--- src/rtl/lsu_pkg.sv ---
// rtl/lsu_pkg.sv - funct3 codes, FSM state type and byte-enable bases for the load/store unit
package lsu_pkg;

  localparam logic [2:0] F3_B  = 3'b000;
  localparam logic [2:0] F3_H  = 3'b001;
  localparam logic [2:0] F3_W  = 3'b010;
  localparam logic [2:0] F3_BU = 3'b100;
  localparam logic [2:0] F3_HU = 3'b101;

  localparam logic [3:0] BE_B = 4'b0001;
  localparam logic [3:0] BE_H = 4'b0011;
  localparam logic [3:0] BE_W = 4'b1111;

  typedef enum logic [1:0] {
    IDLE,
    REQ,
    RESP
  } lsu_state_t;

endpackage

--- src/rtl/load_store_unit_if.sv ---
// rtl/load_store_unit_if.sv - word-wide data memory req/ack bus; master = LSU, slave = memory
interface load_store_unit_if #(
  parameter int ADDR_W = 32
);
  logic              mem_req;
  logic              mem_we;
  logic [ADDR_W-1:0] mem_addr;
  logic [3:0]        mem_be;
  logic [31:0]       mem_wdata;
  logic              mem_ack;
  logic [31:0]       mem_rdata;

  modport master (
    output mem_req, mem_we, mem_addr, mem_be, mem_wdata,
    input  mem_ack, mem_rdata
  );

  modport slave (
    input  mem_req, mem_we, mem_addr, mem_be, mem_wdata,
    output mem_ack, mem_rdata
  );
endinterface

--- src/rtl/lsu_align.sv ---
// rtl/lsu_align.sv - combinational lane steering, load extension and request legality checks
module lsu_align
  import lsu_pkg::*;
(
  input  logic        we,
  input  logic [2:0]  funct3,
  input  logic [1:0]  off,
  input  logic [31:0] wdata,
  input  logic [31:0] rdata,
  output logic [3:0]  be,
  output logic [31:0] wdata_lanes,
  output logic [31:0] ldata,
  output logic        misaligned,
  output logic        illegal
);

  logic [15:0] lane;

  always_comb begin
    lane        = 16'(rdata >> {off, 3'b000});
    be          = 4'b0000;
    wdata_lanes = wdata;
    ldata       = 32'h0;

    // funct3[1:0] is the access size for both signed and unsigned variants
    case (funct3[1:0])
      2'b00: begin
        be          = BE_B << off;
        wdata_lanes = {4{wdata[7:0]}};
      end
      2'b01: begin
        be          = BE_H << off;
        wdata_lanes = {2{wdata[15:0]}};
      end
      2'b10: be = BE_W;
      default: be = 4'b0000;
    endcase

    case (funct3)
      F3_B:    ldata = {{24{lane[7]}}, lane[7:0]};
      F3_H:    ldata = {{16{lane[15]}}, lane[15:0]};
      F3_W:    ldata = rdata;
      F3_BU:   ldata = {24'h0, lane[7:0]};
      F3_HU:   ldata = {16'h0, lane[15:0]};
      default: ldata = 32'h0;
    endcase

    illegal    = we ? (funct3 > F3_W) : (funct3 == 3'b011 || funct3[2:1] == 2'b11);
    misaligned = (funct3[1:0] == 2'b01 && off[0]) || (funct3[1:0] == 2'b10 && off != 2'b00);
  end

endmodule

--- src/rtl/load_store_unit.sv ---
// rtl/load_store_unit.sv - RISC-V load/store stage over a req/ack memory bus; LSU_TIMEOUT_EN adds a REQ abort timer
module load_store_unit
  import lsu_pkg::*;
#(
  parameter int ADDR_W = 32
`ifdef LSU_TIMEOUT_EN
  ,
  parameter int TIMEOUT_CYCLES = 16
`endif
) (
  input  logic               clk,
  input  logic               rst,
  input  logic               req_valid,
  output logic               req_ready,
  input  logic               req_we,
  input  logic [2:0]         req_funct3,
  input  logic [ADDR_W-1:0]  addr,
  input  logic [31:0]        wdata,
  output logic               resp_valid,
  output logic [31:0]        resp_rdata,
  output logic               resp_err,
  load_store_unit_if.master  mem
);

  lsu_state_t state;
  logic       cap_we;
  logic [2:0] cap_f3;
  logic [1:0] cap_off;

  logic        al_we;
  logic [2:0]  al_f3;
  logic [1:0]  al_off;
  logic [3:0]  al_be;
  logic [31:0] al_wdata;
  logic [31:0] al_ldata;
  logic        al_misaligned;
  logic        al_illegal;

  // In IDLE the aligner decodes the incoming request; afterwards it works on the captured one
  assign al_we  = (state == IDLE) ? req_we     : cap_we;
  assign al_f3  = (state == IDLE) ? req_funct3 : cap_f3;
  assign al_off = (state == IDLE) ? addr[1:0]  : cap_off;

  lsu_align u_align (
    .we          (al_we),
    .funct3      (al_f3),
    .off         (al_off),
    .wdata       (wdata),
    .rdata       (mem.mem_rdata),
    .be          (al_be),
    .wdata_lanes (al_wdata),
    .ldata       (al_ldata),
    .misaligned  (al_misaligned),
    .illegal     (al_illegal)
  );

`ifdef LSU_TIMEOUT_EN
  localparam int TW = $clog2(TIMEOUT_CYCLES + 1);
  logic [TW-1:0] tmo_cnt;
  logic          timed_out;
  assign timed_out = (tmo_cnt == TW'(TIMEOUT_CYCLES - 1));
`endif

  always_ff @(posedge clk) begin
    if (rst) begin
      state         <= IDLE;
      req_ready     <= 1'b1;
      resp_valid    <= 1'b0;
      resp_rdata    <= 32'h0;
      resp_err      <= 1'b0;
      cap_we        <= 1'b0;
      cap_f3        <= 3'b000;
      cap_off       <= 2'b00;
      mem.mem_req   <= 1'b0;
      mem.mem_we    <= 1'b0;
      mem.mem_addr  <= '0;
      mem.mem_be    <= 4'b0000;
      mem.mem_wdata <= 32'h0;
`ifdef LSU_TIMEOUT_EN
      tmo_cnt       <= '0;
`endif
    end else begin
      case (state)
        IDLE: begin
          if (req_valid) begin
            cap_we    <= req_we;
            cap_f3    <= req_funct3;
            cap_off   <= addr[1:0];
            req_ready <= 1'b0;
            if (al_illegal || al_misaligned) begin
              state      <= RESP;
              resp_valid <= 1'b1;
              resp_err   <= 1'b1;
              resp_rdata <= 32'h0;
            end else begin
              state         <= REQ;
              mem.mem_req   <= 1'b1;
              mem.mem_we    <= req_we;
              mem.mem_addr  <= {addr[ADDR_W-1:2], 2'b00};
              mem.mem_be    <= al_be;
              mem.mem_wdata <= al_wdata;
`ifdef LSU_TIMEOUT_EN
              tmo_cnt       <= '0;
`endif
            end
          end
        end
        REQ: begin
          if (mem.mem_ack) begin
            state       <= RESP;
            mem.mem_req <= 1'b0;
            resp_valid  <= 1'b1;
            resp_err    <= 1'b0;
            resp_rdata  <= cap_we ? 32'h0 : al_ldata;
          end
`ifdef LSU_TIMEOUT_EN
          else if (timed_out) begin
            state       <= RESP;
            mem.mem_req <= 1'b0;
            resp_valid  <= 1'b1;
            resp_err    <= 1'b1;
            resp_rdata  <= 32'h0;
          end else begin
            tmo_cnt <= tmo_cnt + 1'b1;
          end
`endif
        end
        RESP: begin
          state      <= IDLE;
          resp_valid <= 1'b0;
          req_ready  <= 1'b1;
        end
        default: begin
          state     <= IDLE;
          req_ready <= 1'b1;
        end
      endcase
    end
  end

endmodule

--- src/flat_wrapper.sv ---
// flat-port wrapper written by rule: the top's interface ports become plain ports
module load_store_unit_flat import lsu_pkg::*;
#(
  parameter int ADDR_W = 32

)
  (clk, rst, req_valid, req_ready, req_we, req_funct3, addr, wdata, resp_valid, resp_rdata, resp_err, mem_mem_req, mem_mem_we, mem_mem_addr, mem_mem_be, mem_mem_wdata, mem_mem_ack, mem_mem_rdata);
  load_store_unit_if #(.ADDR_W(ADDR_W)) mem_i ();
  input  logic clk;
  input  logic rst;
  input  logic req_valid;
  output logic req_ready;
  input  logic req_we;
  input  logic [2:0] req_funct3;
  input  logic [ADDR_W-1:0] addr;
  input  logic [31:0] wdata;
  output logic resp_valid;
  output logic [31:0] resp_rdata;
  output logic resp_err;
  output wire logic [$bits(mem_i.mem_req)-1:0] mem_mem_req;
  output wire logic [$bits(mem_i.mem_we)-1:0] mem_mem_we;
  output wire logic [$bits(mem_i.mem_addr)-1:0] mem_mem_addr;
  output wire logic [$bits(mem_i.mem_be)-1:0] mem_mem_be;
  output wire logic [$bits(mem_i.mem_wdata)-1:0] mem_mem_wdata;
  input wire logic [$bits(mem_i.mem_ack)-1:0] mem_mem_ack;
  input wire logic [$bits(mem_i.mem_rdata)-1:0] mem_mem_rdata;
  assign mem_mem_req = mem_i.mem_req;
  assign mem_mem_we = mem_i.mem_we;
  assign mem_mem_addr = mem_i.mem_addr;
  assign mem_mem_be = mem_i.mem_be;
  assign mem_mem_wdata = mem_i.mem_wdata;
  assign mem_i.mem_ack = mem_mem_ack;
  assign mem_i.mem_rdata = mem_mem_rdata;
  load_store_unit #(.ADDR_W(ADDR_W)) u_core (.clk(clk), .rst(rst), .req_valid(req_valid), .req_ready(req_ready), .req_we(req_we), .req_funct3(req_funct3), .addr(addr), .wdata(wdata), .resp_valid(resp_valid), .resp_rdata(resp_rdata), .resp_err(resp_err), .mem(mem_i));
endmodule
--- config.mk ---
export PLATFORM = sky130hd
export DESIGN_NAME = load_store_unit_flat
export DESIGN_NICKNAME = d
export VERILOG_FILES = /design/src/rtl/lsu_pkg.sv /design/src/rtl/load_store_unit_if.sv /design/src/rtl/lsu_align.sv /design/src/rtl/load_store_unit.sv /design/src/flat_wrapper.sv
export SDC_FILE = /design/constraint.sdc
export NUM_CORES = 1
export LEC_CHECK = 0
export ABC_AREA = 1
export CAP_MARGIN = 20
export CORE_MARGIN = 3
export CORE_UTILIZATION = 45
export DETAILED_ROUTE_END_ITERATION = 8
export DONT_BUFFER_PORTS = 1
export GPL_ROUTABILITY_DRIVEN = 0
export PLACE_DENSITY = 0.66
export SLEW_MARGIN = 5
export SYNTH_ARGS = -nofsm -noshare
export SYNTH_HDL_FRONTEND = slang
export SYNTH_SLANG_ARGS = --single-unit
--- constraint.sdc ---
create_clock -name clk -period 2.45 [get_ports clk]
set_input_delay 0.735 -clock clk [delete_from_list [all_inputs] [get_ports clk]]
set_output_delay 0.735 -clock clk [all_outputs]
set_load 0.01 [all_outputs]
==> results.md <==
* Status: complete, no violations
* Delay-heaviest family, CP: simple AND/OR/NAND/NOR gates
* Die ar. at 14000 um2
* Yosys reg bits at 111
* Worst path cell trace: inv_1, ha_4, buf_6, nand2_1, nand2_1, nand2_1, nand2_1, nand3_2, nor2_4, nand2_4, buf_6, nor2_1, nor2_1
* Vias at 5387
* Number of diodes at 0
* First-pass GRT wire length at 26.2 mm
* Post-synthesis async set-or-reset flop share at 0
* Total GRT Usage at 0.228
* Final total power at 9.40 mW
* Synth Instances at 891
* Yosys warns at 0
* Req. time, crit path at 2.70 ns
* Final nets at 981
* PwrDens at 1510 nW/um2
* Largest net degree at the start of global routing at 76
* Data arrival time of the critical path at 2.45 ns
* Worst-Skew Late Latency at 0.35 ns
* Port Buffers at 0
* Critical path class: reg2reg
* CP Launch Point: u_core.state[0]$_SDFFE_PP0P_
* Iteration-0 DRC Markers at 282
* Slowest CP cell: dfxtp_1
* Share of cells above drive strength 1 at 0.0774
* Post-Place Worst Slack at -0.0350 ns
* Final setup fails at 0
* Fin. max-slew vios at 0
* Number of nets with antenna violations after routing at 0
* R2R Path Start: u_core.state[0]$_SDFFE_PP0P_
* Max IR drop VDD at 0.608 mV
* Commonest non-fill, non-tap cell in the layout: nor2_1
* Initial antenna violation count at 0
* CTS Sinks at 111
* Largest stage delay, worst path at 0.33 ns
* Seq/Total Area, Yosys at 0.391
* Initial core utilization at 0.467
* # fillers at 1278
* CTS tree: yes
* Met3 Use GR at 0.0876
* M1 GR Usage at 0.284
* Io pins at 209
* Max-cap viol count at 0
* Commonest cells after routing, fill and taps aside: 244 x nor2_1, 218 x nand2_1, 111 x dfxtp_1
* GRT Residual Overflow at 0
* Die Y at 118 um
* Root Driver: clkbuf_16
* Fmax at 0.453 GHz
* Max Buffers Root-to-Sink at 2
* Gr busiest metal: met2
* DRT Wirelength at 16.7 mm
* Mapped Area at 5690 um2
* CTS buffer count at 9
* Number of flops mapped to enable cells by yosys at 0
* CP endpoint kind: register
* Synth cell types at 29
* Layout Area Growth over Synthesis at 9.68%
* Setup Skew at 0.00971 ns
* Met2 global-route usage at 0.365
* Die W at 118 um
* Post-layout min period at 2.21 ns
* Avg Inst Size Synth at 6.38 um2
* Via density at 5.15
* Clock transition at the registers of the reported paths at 0.07 ns
* Worst hold slack at 0.446 ns
* Dominant synthesized flop cell: dfxtp_1
* Final hold vios at 0
* Core area at 12200 um2
* Final critical-path share of the clock period at 0.900
* Setup WS post-layout at 0.244 ns
* Startpoint types: register
* Most used cell along the critical path: nand2_1
* Drt first pass iters at 5
* Worst hold path class: in2reg
* Post-CTS Setup Bufs at 0
* CTS H-Tree Depth at 3
* DRC viols at 0
* Buffer and inverter count on the worst path at 3
* RSZ-0062 raised after global routing: no
* Row Count at 40
* P_leak at 2.90 nW
* Crit Path Max Fanout at 23
* Number of global-route vias before repair at 5023
* Dpl hpwl at 11.8 mm
* Drt wl/cell at 15.9 um
* Worst Hold Launch: rst
## kinds of logic after synthesis
kind of cell	synth area share
AND/OR/NAND/NOR	0.374
AO/OA/AOI/OAI	0.141
buffers and inverters	0.0867
adder cells (fa/ha/maj)	0.00660
flip-flops	0.391
other	0.000660
## registers in the layout, indices dropped and copies added (netlist names)
register and cells:
u_core.resp_valid 1, u_core.mem.mem_we 1, u_core.mem.mem_addr 30, u_core.state 2, u_core.cap_off 2, u_core.cap_f3 3, u_core.req_ready 1, u_core.resp_rdata 32
u_core.cap_we 1, u_core.mem.mem_be 4, u_core.mem.mem_wdata 32, u_core.mem.mem_req 1, u_core.resp_err 1
## power breakdown
group	switching (mW)	internal (mW)	total (mW)
logic	3.13	1.52	4.65
registers	0.707	2.42	3.13
clock network	0.672	0.953	1.62
total	4.51	4.90	9.40
## what timing repair did
| item | CTS | global route |
|---|---|---|
| endpoints found under the setup margin | 24 | 92 |
| hold buffers | 0 | 0 |
| gates resized for setup | 2 | 17 |
| cloned | 0 | 1 |
| pin swaps | 0 | 0 |
## final cells by class
type | instances | area, um2 | area share
repair buffers | 25 | 258 | 0.0413
flip-flops and latches | 111 | 2220 | 0.356
multi-input cells | 680 | 3030 | 0.486
inverters | 47 | 184 | 0.0295
clock inverters | 5 | 78.8 | 0.0126
well taps | 168 | 210 | 0.0337
clock buffers | 11 | 253 | 0.0405
## synth_stat cells, types with 4 or more instances
master,n,area share
o21ai_1,38,0.033
clkbuf_1,22,0.015
a21boi_0,5,0.0066
buf_6,10,0.020
buf_2,13,0.011
dfxtp_1,111,0.39
nor2_1,246,0.16
nand2_2,6,0.0066
nand2_1,220,0.15
nand3_1,39,0.034
nand3_2,4,0.0070
nand4_1,7,0.0077
nor3_1,4,0.0035
inv_1,43,0.028
a21boi_1,21,0.028
o21ai_0,52,0.046
a21oi_1,25,0.022
buf_4,6,0.0079
## path summary, 6_finish.rpt
check | to | slack, ns | cells after the start
min | u_core.cap_we$_SDFFE_PP0P_ | 0.45 | 1
max reg2reg | u_core.mem.mem_wdata[13]$_SDFFE_PP0P_ | 0.24 | 13
max | u_core.mem.mem_wdata[13]$_SDFFE_PP0P_ | 0.24 | 13
min reg2reg | u_core.cap_f3[2]$_SDFFE_PP0P_ | 0.48 | 2
## routing by layer
metal	vias up	part of all wire	routed length, um
met5	-	0	0
met4	0	0.019	316
met3	21	0.098	1630
met2	211	0.46	7640
met1	2387	0.43	7100
li1	2768	-	-
## through the flow
step | cell area (um2) | instances | TNS [ns] | utilization
3_3_place_gp | 5810 | 1030 | 0 | 0.478
3_5_place_dp | 5810 | 1030 | -0.110 | 0.478
6_report | 6240 | 1047 | 0 | 0.513
5_1_grt | 6240 | 1047 | 0 | 0.513
2_1_floorplan | 5690 | 892 | 0 | -
4_1_cts | 6150 | 1046 | 0 | 0.505
Note: power is estimated with default switching activity, not from simulation.
